File: config.mk
export PLATFORM = sky130hd
export DESIGN_NAME = ram_port_arbiter
export DESIGN_NICKNAME = d
export VERILOG_FILES = /design/src/rtl/ram_port_arbiter.sv
export SDC_FILE = /design/constraint.sdc
export NUM_CORES = 1
export LEC_CHECK = 0
export ABC_CLOCK_PERIOD_IN_PS = 4350
export CAP_MARGIN = 40
export CORE_UTILIZATION = 47
export CTS_CLUSTER_DIAMETER = 150
export DETAILED_ROUTE_END_ITERATION = 8
export PLACE_DENSITY = 0.89
export SLEW_MARGIN = 20
export SYNTH_ARGS = -nofsm -noshare
export SYNTH_HDL_FRONTEND = slang
export SYNTH_SLANG_ARGS = --single-unit
File: constraint.sdc
create_clock -name clk -period 4.35 [get_ports clk]
set_clock_uncertainty 0.2 [all_clocks]
set_input_delay 0.87 -clock clk [delete_from_list [all_inputs] [get_ports clk]]
set_output_delay 0.87 -clock clk [all_outputs]
set_load 0.01 [all_outputs]
File: src/rtl/ram_port_arbiter.sv
// Two-requester round-robin arbiter and sequencer for a single-port, byte-split
// 16-bit RAM with registered read; single-byte writes become read-modify-write.
module ram_port_arbiter #(
    parameter int AW    = 10,
    parameter int DW    = 16,
    parameter int DEPTH = 10
) (
    input  logic          clk,
    input  logic          reset,

    input  logic          req0_valid,
    output logic          req0_ready,
    input  logic          req0_wr,
    input  logic [1:0]    req0_be,
    input  logic [AW-1:0] req0_addr,
    input  logic [DW-1:0] req0_wdata,
    output logic          rsp0_valid,
    output logic [DW-1:0] rsp0_rdata,

    input  logic          req1_valid,
    output logic          req1_ready,
    input  logic          req1_wr,
    input  logic [1:0]    req1_be,
    input  logic [AW-1:0] req1_addr,
    input  logic [DW-1:0] req1_wdata,
    output logic          rsp1_valid,
    output logic [DW-1:0] rsp1_rdata,

    output logic          ram_rst_n,
    output logic [AW-1:0] ram_addr,
    output logic [DW-1:0] ram_datain,
    output logic          ram_wr,
    input  logic [DW-1:0] ram_dataout
);

    typedef enum logic [2:0] {
        IDLE,
        WRITE,
        READ,
        RDATA,
        RMW_RD,
        RMW_WR
    } state_t;

    localparam logic [AW-1:0] DEPTH_A = AW'(DEPTH);

    state_t        state;
    state_t        state_nx;

    logic          ptr;
    logic          cmd_id;
    logic [1:0]    cmd_be;
    logic [AW-1:0] cmd_addr;
    logic [DW-1:0] cmd_wdata;
    logic [AW-1:0] addr_q;
    logic [DW-1:0] datain_q;

    logic          grant;
    logic          gnt_id;
    logic          sel_wr;
    logic [1:0]    sel_be;
    logic [AW-1:0] sel_addr;
    logic [DW-1:0] sel_wdata;

    logic          cmd_in_range;
    logic          cmd_wr_en;
    logic [DW-1:0] merged;
    logic [DW-1:0] rd_val;

    assign ram_rst_n = ~reset;

    // Pointer holds the last-granted id; on contention the other id wins.
    always_comb begin
        // NOTE: every combinational output gets a default first so no latch is inferred.
        grant  = 1'b0;
        gnt_id = 1'b0;
        if (state == IDLE && !reset) begin
            if (req0_valid && req1_valid) begin
                grant  = 1'b1;
                gnt_id = ~ptr;
            end else if (req0_valid) begin
                grant  = 1'b1;
                gnt_id = 1'b0;
            end else if (req1_valid) begin
                grant  = 1'b1;
                gnt_id = 1'b1;
            end
        end
    end

    assign req0_ready = grant & ~gnt_id;
    assign req1_ready = grant &  gnt_id;

    assign sel_wr    = gnt_id ? req1_wr    : req0_wr;
    assign sel_be    = gnt_id ? req1_be    : req0_be;
    assign sel_addr  = gnt_id ? req1_addr  : req0_addr;
    assign sel_wdata = gnt_id ? req1_wdata : req0_wdata;

    always_comb begin
        state_nx = state;
        case (state)
            IDLE: begin
                if (grant) begin
                    if (!sel_wr)
                        state_nx = READ;
                    else if (sel_be == 2'b01 || sel_be == 2'b10)
                        state_nx = RMW_RD;
                    else
                        state_nx = WRITE;
                end
            end
            WRITE:   state_nx = IDLE;
            READ:    state_nx = RDATA;
            RDATA:   state_nx = IDLE;
            RMW_RD:  state_nx = RMW_WR;
            RMW_WR:  state_nx = IDLE;
            default: state_nx = IDLE;
        endcase
    end

    assign cmd_in_range = (cmd_addr < DEPTH_A);
    // An all-zero byte mask or an out-of-range address walks the states without writing.
    assign cmd_wr_en    = cmd_in_range && (cmd_be != 2'b00);

    assign merged = {cmd_be[1] ? cmd_wdata[DW-1:8] : ram_dataout[DW-1:8],
                     cmd_be[0] ? cmd_wdata[7:0]    : ram_dataout[7:0]};
    assign rd_val = cmd_in_range ? ram_dataout : '0;

    assign ram_addr   = addr_q;
    assign ram_datain = (state == RMW_WR) ? merged : datain_q;
    assign ram_wr     = !reset && cmd_wr_en && (state == WRITE || state == RMW_WR);

    // NOTE: all sequential state uses non-blocking assignments so every register samples pre-edge values.
    always_ff @(posedge clk) begin
        if (reset) begin
            state      <= IDLE;
            ptr        <= 1'b1;
            cmd_id     <= 1'b0;
            cmd_be     <= 2'b00;
            cmd_addr   <= '0;
            cmd_wdata  <= '0;
            addr_q     <= '0;
            datain_q   <= '0;
            rsp0_valid <= 1'b0;
            rsp1_valid <= 1'b0;
            rsp0_rdata <= '0;
            rsp1_rdata <= '0;
        end else begin
            state      <= state_nx;
            rsp0_valid <= 1'b0;
            rsp1_valid <= 1'b0;

            if (grant) begin
                ptr       <= gnt_id;
                cmd_id    <= gnt_id;
                cmd_be    <= sel_be;
                cmd_addr  <= sel_addr;
                cmd_wdata <= sel_wdata;
                addr_q    <= sel_addr;
                if (sel_wr && sel_be != 2'b01 && sel_be != 2'b10)
                    datain_q <= sel_wdata;
            end

            // Keep the merged word so ram_datain holds it once back in IDLE.
            if (state == RMW_WR)
                datain_q <= merged;

            if (state == RDATA) begin
                if (cmd_id) begin
                    rsp1_valid <= 1'b1;
                    rsp1_rdata <= rd_val;
                end else begin
                    rsp0_valid <= 1'b1;
                    rsp0_rdata <= rd_val;
                end
            end
        end
    end

endmodule

Word-level counts from Yosys, hierarchy flattened
Index checks and enable logic that the tools add are counted.
- $lt $le $gt $ge: 1
- equality and inequality tests: 10
- multiplexer cells: 24
- bitwise gates (word level): 7
- reduce and logical (&&, ||, !) cells: 18
- operator list (cell ; number):
    2-to-1 mux 16 bit ; 6
    2-to-1 mux 8 bit ; 2
    < comparator 10 x 4 -> 1 bit, second input constant ; 1
    2-to-1 mux 1 bit ; 10
    2-to-1 mux 10 bit ; 1
    2-to-1 mux 3 bit ; 3
    case mux 3 bit (3 select lines) ; 1
    logical AND 1 bit ; 7
    == test 3 x 2 -> 1 bit, second input constant ; 2
    == test 3 bit, second input constant ; 2
    AND reduction 2 bit ; 3
    nonzero test 2 bit ; 3
    NOT 1 bit ; 5
    != test 2 bit, second input constant ; 2
    == test 3 x 1 -> 1 bit, second input constant ; 1
    zero test 3 bit ; 1
    AND 1 bit ; 2
    == test 2 x 1 -> 1 bit, second input constant ; 1
    == test 2 bit, second input constant ; 1
    logical OR 1 bit ; 2
    2-to-1 mux 2 bit ; 1
    != test 2 x 1 -> 1 bit, second input constant ; 1
    OR reduction 2 bit ; 1
    zero test 1 bit ; 1
- register bits after elaboration: 83
- input port bits: 78
- output and inout port bits: 64
- logic and storage cells: 71

Depth between registers and ports, before layout
Gate-level depths: netlist of the first run.
- word-level depth: 11
- depth in mapped cells: 13
- gate-level depth less buffers: 10

Worst setup path before layout of the first run
No wires, ideal clock.
- path type: input-to-reg
- start point: in reset
- end point: reg datain_q[1]
- library setup time: 73 ps
- arrival time: 2728 ps
- data required time: 4077 ps
- setup slack: 1349 ps
- stages on the path: 12
- buffers on the path: 3
- cell sequence: nor4_4 -> nand2_1 -> buf_4 -> mux2i_1 -> inv_1 -> ha_1 -> nor2_1 -> nand3_2 -> or2_1 -> buf_6 -> buf_6 -> o211ai_2
- cells in the longest elaborated chain, start to end: 9
- elaborated cells between the ends (all ways): 17
- classes of those cells: eq/ne (2); mux (8); reduce/logical (7)
- ends and longest elaborated chain (item ; line ; RTL):
    start: declaration ; 9 ; input logic reset,
    zero test 1 bit (*) ; 77 ; if (state == IDLE && !reset) begin
    logical AND 1 bit (*) ; 77 ;
    2-to-1 mux 1 bit (*) ; 77 ;
    2-to-1 mux 2 bit (*) ; 95 ; assign sel_be = gnt_id ? req1_be : req0_be;
    named net sel_be[0] ; 61 ; logic [1:0] sel_be;
    != test 2 x 1 -> 1 bit ; 160 ; if (sel_wr && sel_be != 2'b01 && sel_be != 2'b10)
    logical AND 1 bit ; 160 ;
    logical AND 1 bit (*) ; 160 ;
    nonzero test 2 bit (no source line) (*) ; - ;
    AND reduction 2 bit (no source line) (*) ; - ;
    end signal: assignment ; 161 ; datain_q <= sel_wdata;
    end signal: assignment ; 166 ; datain_q <= merged;
    end: declaration ; 56 ; logic [DW-1:0] datain_q;
Mark *: on every way through the listed nets, which the timed path passes. The rest lies on a longest branch. The select of a mux whose other input is x is not followed.
A chain may end at the register's enable or synchronous reset.

Final worst setup path of the first run
- start point: in reset
- end point: out ram_wr
- cells in the longest elaborated chain, start to end: 3
- ends and longest elaborated chain (item ; line ; RTL):
    zero test 1 bit ; 131 ; assign ram_wr = !reset && cmd_wr_en && (state == WRITE || state == RMW_WR);
    logical AND 1 bit (2 in a row) ; 131 ;
    end: declaration ; 32 ; output logic ram_wr,
Every way passes these cells.

==> results.sh, run 1 <==
export IMPL_clock_power_share_pct=30.6
export IMPL_ys_seq_area_share_pct=45.5
export IMPL_synth_top_cell_by_area="dfxtp_1"
export IMPL_cts_root_buf="clkbuf_8"
export IMPL_cp_num_buf_inv=2
export IMPL_critPathKind="in2out"
export IMPL_crit_path_start_kind="input port"
export IMPL_overflow=0
export IMPL_cts_resized=0
export IMPL_cts_max_path_buffers=2
export IMPL_sw_frac_of_total_pct=29.5
export IMPL_timing_fmax_mhz=261
export IMPL_totalPowerFinal_uw=1860
export IMPL_cts_sinks=83
export IMPL_core_rowCount=31
export IMPL_min_period_over_period_pct=88.0
export IMPL_htreeDepth=3
export IMPL_drive_gt1_share_pct=8.27
export IMPL_ys_warn_count=0
export IMPL_fp_dieH_um=90.2
export IMPL_io_buffers=141
export IMPL_grt_pass1_wl_um=17100
export IMPL_maxSlewHeadroom_pct=46.7
export IMPL_io_pins=142
export IMPL_leakage_uw=0.00210
export IMPL_crit_family="buffers and inverters"
export IMPL_min_period_ns=3.83
export IMPL_min_path_type="reg2reg"
export IMPL_cts_hold_buffers=0
export IMPL_grt_max_degree=59
export IMPL_placed_area_um2=5100
export IMPL_initial_core_util_pct=49.6
export IMPL_nets=583
export IMPL_power_density_nw_per_um2=351
export IMPL_required_ns=3.28
export IMPL_pwr_share_comb_pct=21.8
export IMPL_wl_per_cell_um=17.5
export IMPL_slew_violations=0
export IMPL_antenna_left=0
export IMPL_clkTransAtPathRegs_ns=0.08
export IMPL_worstPathArrival_ns=2.76
export IMPL_grt_pass1_vias=3354
export IMPL_cts_buffers=9
export IMPL_placedCellCount=591
export IMPL_syn_avg_cell_area_um2=9.72
export IMPL_synth_top_cells_by_area="dfxtp_1 (45%), mux2i_1 (12%), a22o_1 (7.7%), o21ai_0 (6.2%), o211ai_1 (4.5%)"
export IMPL_layout_common_cells="clkdlybuf4s50_1 (141), dfxtp_1 (83), mux2i_1 (45), o21ai_0 (45), a22o_1 (32)"
export IMPL_end_kind="output pin"
export IMPL_cp_slowest_stage_delay_ns=0.60
export IMPL_final_cells=607
export IMPL_finalHoldViolCount=0
export IMPL_dp_hpwl_um=7600
export IMPL_cts_tree="yes"
export IMPL_max_cap_violations=0
export IMPL_yosysUniqueCellTypes=36
export IMPL_clock_latency_ns=0.35
export IMPL_finish_instance_area_um2=5310
export IMPL_syn_area_um2=3650
export IMPL_synthCells=376
export IMPL_syn_nets=456
export IMPL_insertedDiodeCount=0
export IMPL_tightest_slew_ns=0.800
export IMPL_die_width_um=90.2
export IMPL_final_common_cell="clkdlybuf4s50_1"
export IMPL_drc=0
export IMPL_final_setup_viol_count=0
export IMPL_yosysTopAreaCellShare_pct=45.5
export IMPL_drtPass1Iterations=5
export IMPL_grt_antenna_before_repair=0
export IMPL_cts_setup_buffers=0
export IMPL_vias_per_cell=5.82
export IMPL_seq_power_share_pct=47.7
export IMPL_grt_usage_pct=26.2
export IMPL_core_area_um2=7370
export IMPL_rsz0062_at_grt="false"
export IMPL_cp_max_fo=3
export IMPL_irDropWorstVdd_uv=252
export IMPL_synth_ff_latch_count=83
export IMPL_syn_to_final_growth_pct=45.2
export IMPL_die_area_um2=8130
export IMPL_final_setup_tns_ns=0
export IMPL_crit_path_cell_trace="clkdlybuf4s50_1 -> nor4_1 -> nand3_1 -> nor4b_1 -> clkdlybuf4s50_1"
export IMPL_p_int_uw=1310
export IMPL_gp_congestion=0.865
export IMPL_vias=3533
export IMPL_routed_wirelength_um=10600
export IMPL_dr_first_iter_drc_count=242
export IMPL_switching_power_uw=549
export IMPL_status="complete, no violations"
export IMPL_crit_slowest_cell="clkdlybuf4s50_1"
export IMPL_cpMostUsedCell="clkdlybuf4s50_1"
stage by stage:
stage	worst slack (ns)	utilization, %	hold slack (ns)
2_1_floorplan	1.35	-	0.241
3_3_place_gp	0.576	69.2	0.249
3_5_place_dp	0.458	69.2	0.256
4_1_cts	0.535	72.0	0.268
5_1_grt	0.405	72.0	0.290
6_report	0.523	72.0	0.268
kinds of logic after synthesis:
family                     synth area share, %
AOI/OAI and AO/OA                         23.7
adders and majority gates                0.685
buffers and inverters                     4.97
DFF                                       45.5
muxes                                     12.3
and+or+nand+nor                           12.8
registers in the layout, indices dropped and copies added (netlist names), 2 cells and up:
| signal | count |
|---|---|
| cmd_be | 2 |
| cmd_wdata | 16 |
| datain_q | 16 |
| ram_addr | 10 |
| rsp0_rdata | 16 |
| rsp1_rdata | 16 |
| state | 3 |
Yosys cell counts:
library cell and instances:
buf_4 1, o21ai_0 45, or2_1 1, ha_1 2, and3_1 1, nand3b_1 1
nor4b_1 1, nand4_1 1, mux2i_1 45, buf_1 1, and2_1 3, buf_2 7
nand2_1 19, or3_1 16, dfxtp_1 83, or2_2 1, nand4b_1 1, clkbuf_1 22
o211ai_1 22, o21bai_1 1, nor3_1 1, a31o_2 1, a2111oi_0 1, o211ai_2 10
a21boi_2 1, nor4_1 2, nand3_1 30, buf_6 3, nor2_1 8, a22o_1 32
nor4_4 1, nand3_2 1, a21oi_1 3, o21ai_1 2, inv_1 5, a211o_1 1
area by class of cell:
cell class | count | area, µm²
clock buffer | 9 | 124
sequential | 83 | 1660
timing repair buffer | 150 | 1480
tap | 99 | 124
inverter | 5 | 18.8
fill | 541 | 2060
clock inverter | 7 | 82.6
multi-input combinational | 254 | 1820
final timing paths:
check               startpoint            to  cells after the start  slack [ns]
hold / removal    cmd_wdata[8]  cmd_wdata[8]                      2        0.27
hold reg to reg   cmd_wdata[8]  cmd_wdata[8]                      2        0.27
setup / recovery         reset        ram_wr                      5        0.52
setup reg to reg      state[0]  datain_q[15]                     10        1.33
metal layers:
| layer | share of wire (%) | vias up | track usage [%] |
|---|---|---|---|
| met5 | 0 | - | 0 |
| met4 | 1.3 | 0 | 6.99 |
| met3 | 8.9 | 15 | 8.38 |
| met2 | 47 | 189 | 43.0 |
| met1 | 43 | 1672 | 33.1 |
| li1 | - | 1657 | - |
power by group through the flow:
stage / logic [µW] / clock network (µW) / registers, µW
CTS: 405 / 574 / 886
floorplan: 215 / 0 / 884
global placement: 390 / 0 / 899
detailed placement: 403 / 0 / 903
finish: 405 / 569 / 887
global route: 437 / 611 / 896
worst register-to-register path, stage by stage (launching register included):
cell and delay (ns):
dfxtp_1 0.41, nor4_4 0.44, nand2_2 0.12, inv_1 0.13, mux2i_1 0.32, inv_1 0.09, ha_1 0.18, nor2_1 0.13
nand3_2 0.09, or2_1 0.52, o211ai_1 0.31
No activity file was read; power rests on OpenSTA's default activity.
==> run 2: changes to the inputs <==
--- a/config.mk
+++ b/config.mk
@@ -7,10 +7,12 @@
 export LEC_CHECK = 0
 export ABC_CLOCK_PERIOD_IN_PS = 4350
 export CAP_MARGIN = 40
-export CORE_UTILIZATION = 47
+export CELL_PAD_IN_SITES_DETAIL_PLACEMENT = 2
+export CELL_PAD_IN_SITES_GLOBAL_PLACEMENT = 2
+export CORE_UTILIZATION = 27
 export CTS_CLUSTER_DIAMETER = 150
 export DETAILED_ROUTE_END_ITERATION = 8
-export PLACE_DENSITY = 0.89
+export PLACE_DENSITY = 0.88
 export SLEW_MARGIN = 20
 export SYNTH_ARGS = -nofsm -noshare
 export SYNTH_HDL_FRONTEND = slang
==> results.sh, run 2 (synthesized netlist as in run 1, its figures left out) <==
export IMPL_status="complete, no violations"
export IMPL_vias_per_cell=5.11
export IMPL_crit_path_start_kind="input port"
export IMPL_irDropWorstVdd_uv=198
export IMPL_htreeDepth=3
export IMPL_cpMostUsedCell="clkdlybuf4s50_1"
export IMPL_tightest_slew_ns=0.663
export IMPL_grt_antenna_before_repair=0
export IMPL_grt_pass1_wl_um=21700
export IMPL_pwr_share_comb_pct=20.0
export IMPL_cts_hold_buffers=0
export IMPL_cts_max_path_buffers=2
export IMPL_cp_num_buf_inv=2
export IMPL_grt_max_degree=59
export IMPL_cts_sinks=83
export IMPL_final_setup_viol_count=0
export IMPL_dp_hpwl_um=9940
export IMPL_p_int_uw=1500
export IMPL_required_ns=3.28
export IMPL_utilization_pct=41.7
export IMPL_power_density_nw_per_um2=383
export IMPL_insertedDiodeCount=0
export IMPL_cts_resized=0
export IMPL_io_pins=142
export IMPL_routed_wirelength_um=13600
export IMPL_hold_ws_ns=0.268
export IMPL_totalPowerFinal_uw=2110
export IMPL_crit_path_cell_trace="clkdlybuf4s50_1 -> nor4_1 -> nand3_1 -> nor4b_1 -> clkdlybuf4s50_1"
export IMPL_io_buffers=141
export IMPL_leakage_uw=0.00215
export IMPL_core_area_um2=13200
export IMPL_worstPathArrival_ns=2.85
export IMPL_min_period_ns=3.92
export IMPL_cts_setup_buffers=0
export IMPL_multi_input_area_um2=1820
export IMPL_slew_violations=0
export IMPL_nets=584
export IMPL_drive_gt1_share_pct=8.64
export IMPL_final_common_cell="clkdlybuf4s50_1"
export IMPL_gp_congestion=0.829
export IMPL_cp_slowest_stage_delay_ns=0.61
export IMPL_fp_dieH_um=118
export IMPL_cts_buffers=9
export IMPL_drtPass1Iterations=4
export IMPL_placedCellCount=668
export IMPL_final_setup_tns_ns=0
export IMPL_antenna_left=0
export IMPL_grt_usage_pct=20.1
export IMPL_core_rowCount=42
export IMPL_seq_area_um2=1660
export IMPL_min_period_over_period_pct=90.1
export IMPL_layout_common_cells="clkdlybuf4s50_1 (141), dfxtp_1 (83), o21ai_0 (45), mux2i_1 (44), a22o_1 (32)"
export IMPL_overflow=0
export IMPL_end_kind="output pin"
export IMPL_rsz0062_at_grt="false"
export IMPL_critPathKind="in2out"
export IMPL_clock_power_share_pct=37.9
export IMPL_cts_root_buf="clkbuf_16"
export IMPL_wl_per_cell_um=19.9
export IMPL_cp_max_fo=6
export IMPL_final_cells=685
export IMPL_initial_core_util_pct=27.6
export IMPL_clock_latency_ns=0.34
export IMPL_vias=3498
export IMPL_clkTransAtPathRegs_ns=0.07
export IMPL_sw_frac_of_total_pct=29.2
export IMPL_die_width_um=118
export IMPL_finalHoldViolCount=0
export IMPL_dr_first_iter_drc_count=166
export IMPL_die_area_um2=14000
export IMPL_switching_power_uw=618
export IMPL_max_cap_violations=0
export IMPL_crit_slowest_cell="clkdlybuf4s50_1"
export IMPL_maxSlewHeadroom_pct=55.8
export IMPL_crit_family="buffers and inverters"
export IMPL_seq_power_share_pct=42.1
export IMPL_n_fill_cell=1426
export IMPL_timing_fmax_mhz=255
export IMPL_min_path_type="reg2reg"
export IMPL_drc=0
export IMPL_cts_tree="yes"
export IMPL_syn_to_final_growth_pct=51.1
export IMPL_grt_pass1_vias=3846
-- run 2: power by group through the flow --
| stage | clock network [µW] | logic (µW) | registers [µW] |
|---|---|---|---|
| floorplan | 0 | 215 | 884 |
| global placement | 0 | 402 | 900 |
| detailed placement | 0 | 423 | 907 |
| CTS | 814 | 428 | 892 |
| global route | 846 | 460 | 899 |
| finish | 800 | 423 | 891 |
-- run 2: worst reg2reg max path: stages (launching register included) --
cell and delay (ns):
dfxtp_1 0.41, nor4_4 0.48, nand2_2 0.28, inv_1 0.18, mux2i_1 0.32, inv_1 0.09
ha_1 0.19, nor2_1 0.13, nand3_2 0.10, or2_1 0.41, buf_6 0.23, o211ai_1 0.18
-- run 2: path summary, 6_finish.rpt --
| kind | slack [ns] | startpoint | to | depth (start not counted) |
|---|---|---|---|---|
| max reg2reg | 1.09 | state[0] | datain_q[12] | 11 |
| min reg2reg | 0.27 | cmd_wdata[8] | cmd_wdata[8] | 2 |
| max | 0.43 | reset | ram_wr | 5 |
| min | 0.27 | cmd_wdata[8] | cmd_wdata[8] | 2 |
-- run 2: layer usage --
layer / vias up / share of wire [%] / global-route usage, %
li1: 1657 / - / -
met1: 1721 / 43 / 25.0
met2: 104 / 51 / 34.6
met3: 16 / 4.3 / 4.15
met4: 0 / 1.3 / 5.93
met5: - / 0 / 0
-- run 2: final cells by class --
cell class	count	area share (%)
Multi-Input combinational cell	254	33.0
Sequential cell	83	30.1
Timing Repair Buffer	151	27.0
Clock buffer	9	4.08
Tap cell	176	3.99
Clock inverter	7	1.52
Inverter	5	0.340
-- run 2: per-stage QoR --
| step | area (µm²) | setup slack (ns) |
|---|---|---|
| global placement | 5200 | 0.362 |
| CTS | 5510 | 0.371 |
| finish | 5520 | 0.432 |
| detailed placement | 5200 | 0.112 |
| global route | 5520 | 0.198 |
| floorplan | 3650 | 1.35 |
==> run 3: changes to the inputs <==
--- a/config.mk
+++ b/config.mk
@@ -12,6 +12,7 @@
 export CORE_UTILIZATION = 27
 export CTS_CLUSTER_DIAMETER = 150
 export DETAILED_ROUTE_END_ITERATION = 8
+export MAX_ROUTING_LAYER = met4
 export PLACE_DENSITY = 0.88
 export SLEW_MARGIN = 20
 export SYNTH_ARGS = -nofsm -noshare
==> results.sh, run 3 (synthesized netlist as in run 1, its figures left out) <==
export IMPL_status="complete, no violations"
export IMPL_fp_dieH_um=118
export IMPL_drc=0
export IMPL_overflow=0
export IMPL_core_rowCount=42
export IMPL_die_width_um=118
export IMPL_seq_power_share_pct=42.2
export IMPL_dr_first_iter_drc_count=163
export IMPL_n_fill_cell=1426
export IMPL_drtPass1Iterations=4
export IMPL_grt_usage_pct=20.6
export IMPL_tightest_slew_ns=0.667
export IMPL_min_period_over_period_pct=90.0
export IMPL_cts_hold_buffers=0
export IMPL_cts_max_path_buffers=2
export IMPL_rsz0062_at_grt="false"
export IMPL_clkTransAtPathRegs_ns=0.07
export IMPL_grt_pass1_wl_um=21600
export IMPL_io_pins=142
export IMPL_die_area_um2=14000
export IMPL_wl_per_cell_um=19.8
export IMPL_nets=584
export IMPL_routed_wirelength_um=13600
export IMPL_dp_hpwl_um=9940
export IMPL_htreeDepth=3
export IMPL_seq_area_um2=1660
export IMPL_r2r_start="state[0]"
export IMPL_crit_start="reset"
export IMPL_final_setup_viol_count=0
export IMPL_worstPathArrival_ns=2.85
export IMPL_gp_congestion=0.842
export IMPL_final_setup_tns_ns=0
export IMPL_cts_buffers=9
export IMPL_vias=3527
export IMPL_sw_frac_of_total_pct=29.2
export IMPL_cts_resized=0
export IMPL_final_cells=685
export IMPL_cts_root_buf="clkbuf_16"
export IMPL_switching_power_uw=617
export IMPL_grt_max_degree=59
export IMPL_pwr_share_comb_pct=20.0
export IMPL_max_cap_violations=0
export IMPL_p_int_uw=1500
export IMPL_leakage_uw=0.00215
export IMPL_min_period_ns=3.92
export IMPL_cts_sinks=83
export IMPL_insertedDiodeCount=0
export IMPL_initial_core_util_pct=27.6
export IMPL_slew_violations=0
export IMPL_crit_path_start_kind="input port"
export IMPL_vias_per_cell=5.15
export IMPL_antenna_left=0
export IMPL_layout_common_cells="clkdlybuf4s50_1 (141), dfxtp_1 (83), o21ai_0 (45), mux2i_1 (44), a22o_1 (32)"
export IMPL_final_common_cell="clkdlybuf4s50_1"
export IMPL_finalHoldViolCount=0
export IMPL_end_kind="output pin"
export IMPL_placedCellCount=668
export IMPL_clock_power_share_pct=37.8
export IMPL_grt_antenna_before_repair=0
export IMPL_syn_to_final_growth_pct=51.1
export IMPL_drive_gt1_share_pct=8.64
export IMPL_min_path_type="reg2reg"
export IMPL_cp_max_fo=9
export IMPL_maxSlewHeadroom_pct=55.5
export IMPL_clock_latency_ns=0.34
export IMPL_required_ns=3.28
export IMPL_multi_input_area_um2=1820
export IMPL_power_density_nw_per_um2=383
export IMPL_irDropWorstVdd_uv=197
export IMPL_cts_setup_buffers=0
export IMPL_io_buffers=141
export IMPL_hp_start="cmd_wdata[8]"
export IMPL_grt_pass1_vias=3873
export IMPL_timing_fmax_mhz=255
export IMPL_critPathKind="in2out"
export IMPL_core_area_um2=13200
export IMPL_cts_tree="yes"
## run 3: per-stage QoR
step | power (µW) | hold slack, ns | util, % | worst slack (ns) | area (µm²)
2_1_floorplan | 1100 | 0.241 | - | 1.35 | 3650
3_3_place_gp | 1300 | 0.249 | 39.3 | 0.362 | 5200
3_5_place_dp | 1330 | 0.269 | 39.3 | 0.112 | 5200
5_1_grt | 2200 | 0.302 | 41.7 | 0.199 | 5520
4_1_cts | 2130 | 0.275 | 41.6 | 0.371 | 5510
6_report | 2110 | 0.268 | 41.7 | 0.433 | 5520
## run 3: per-layer routing
metal	GRT usage [%]	wire (µm)
met3	3.91	667
met4	6.17	183
met1	24.7	5780
met2	34.8	6940
met5	-	0
## run 3: critical path, stage by stage
cell and delay (ns):
clkdlybuf4s50_1 0.56, nor4_4 0.38, nand2_2 0.28, inv_1 0.18, clkdlybuf4s50_1 0.58
## run 3: layout make-up
type                       instances  share of cell area (%)
tap                              176                    3.99
clock inverter                     7                    1.52
inverter                           5                   0.340
clock buffer                       9                    4.08
sequential                        83                    30.1
timing repair buffer             151                    27.0
multi-input combinational        254                    33.0
## run 3: final timing paths
path	end	slack [ns]	cells after the start
worst max-delay path	req1_ready	0.43	5
worst min-delay path	cmd_wdata[8]	0.27	2
worst max register to register	datain_q[12]	1.09	11
worst min register to register	cmd_wdata[8]	0.27	2
## run 3: power groups by stage
stage	Sequential, µW	Combinational (µW)	Clock (µW)
after floorplan	884	215	0
after global placement	900	402	0
after detailed placement	907	423	0
after CTS	892	428	814
after global routing	899	460	845
final	891	423	799
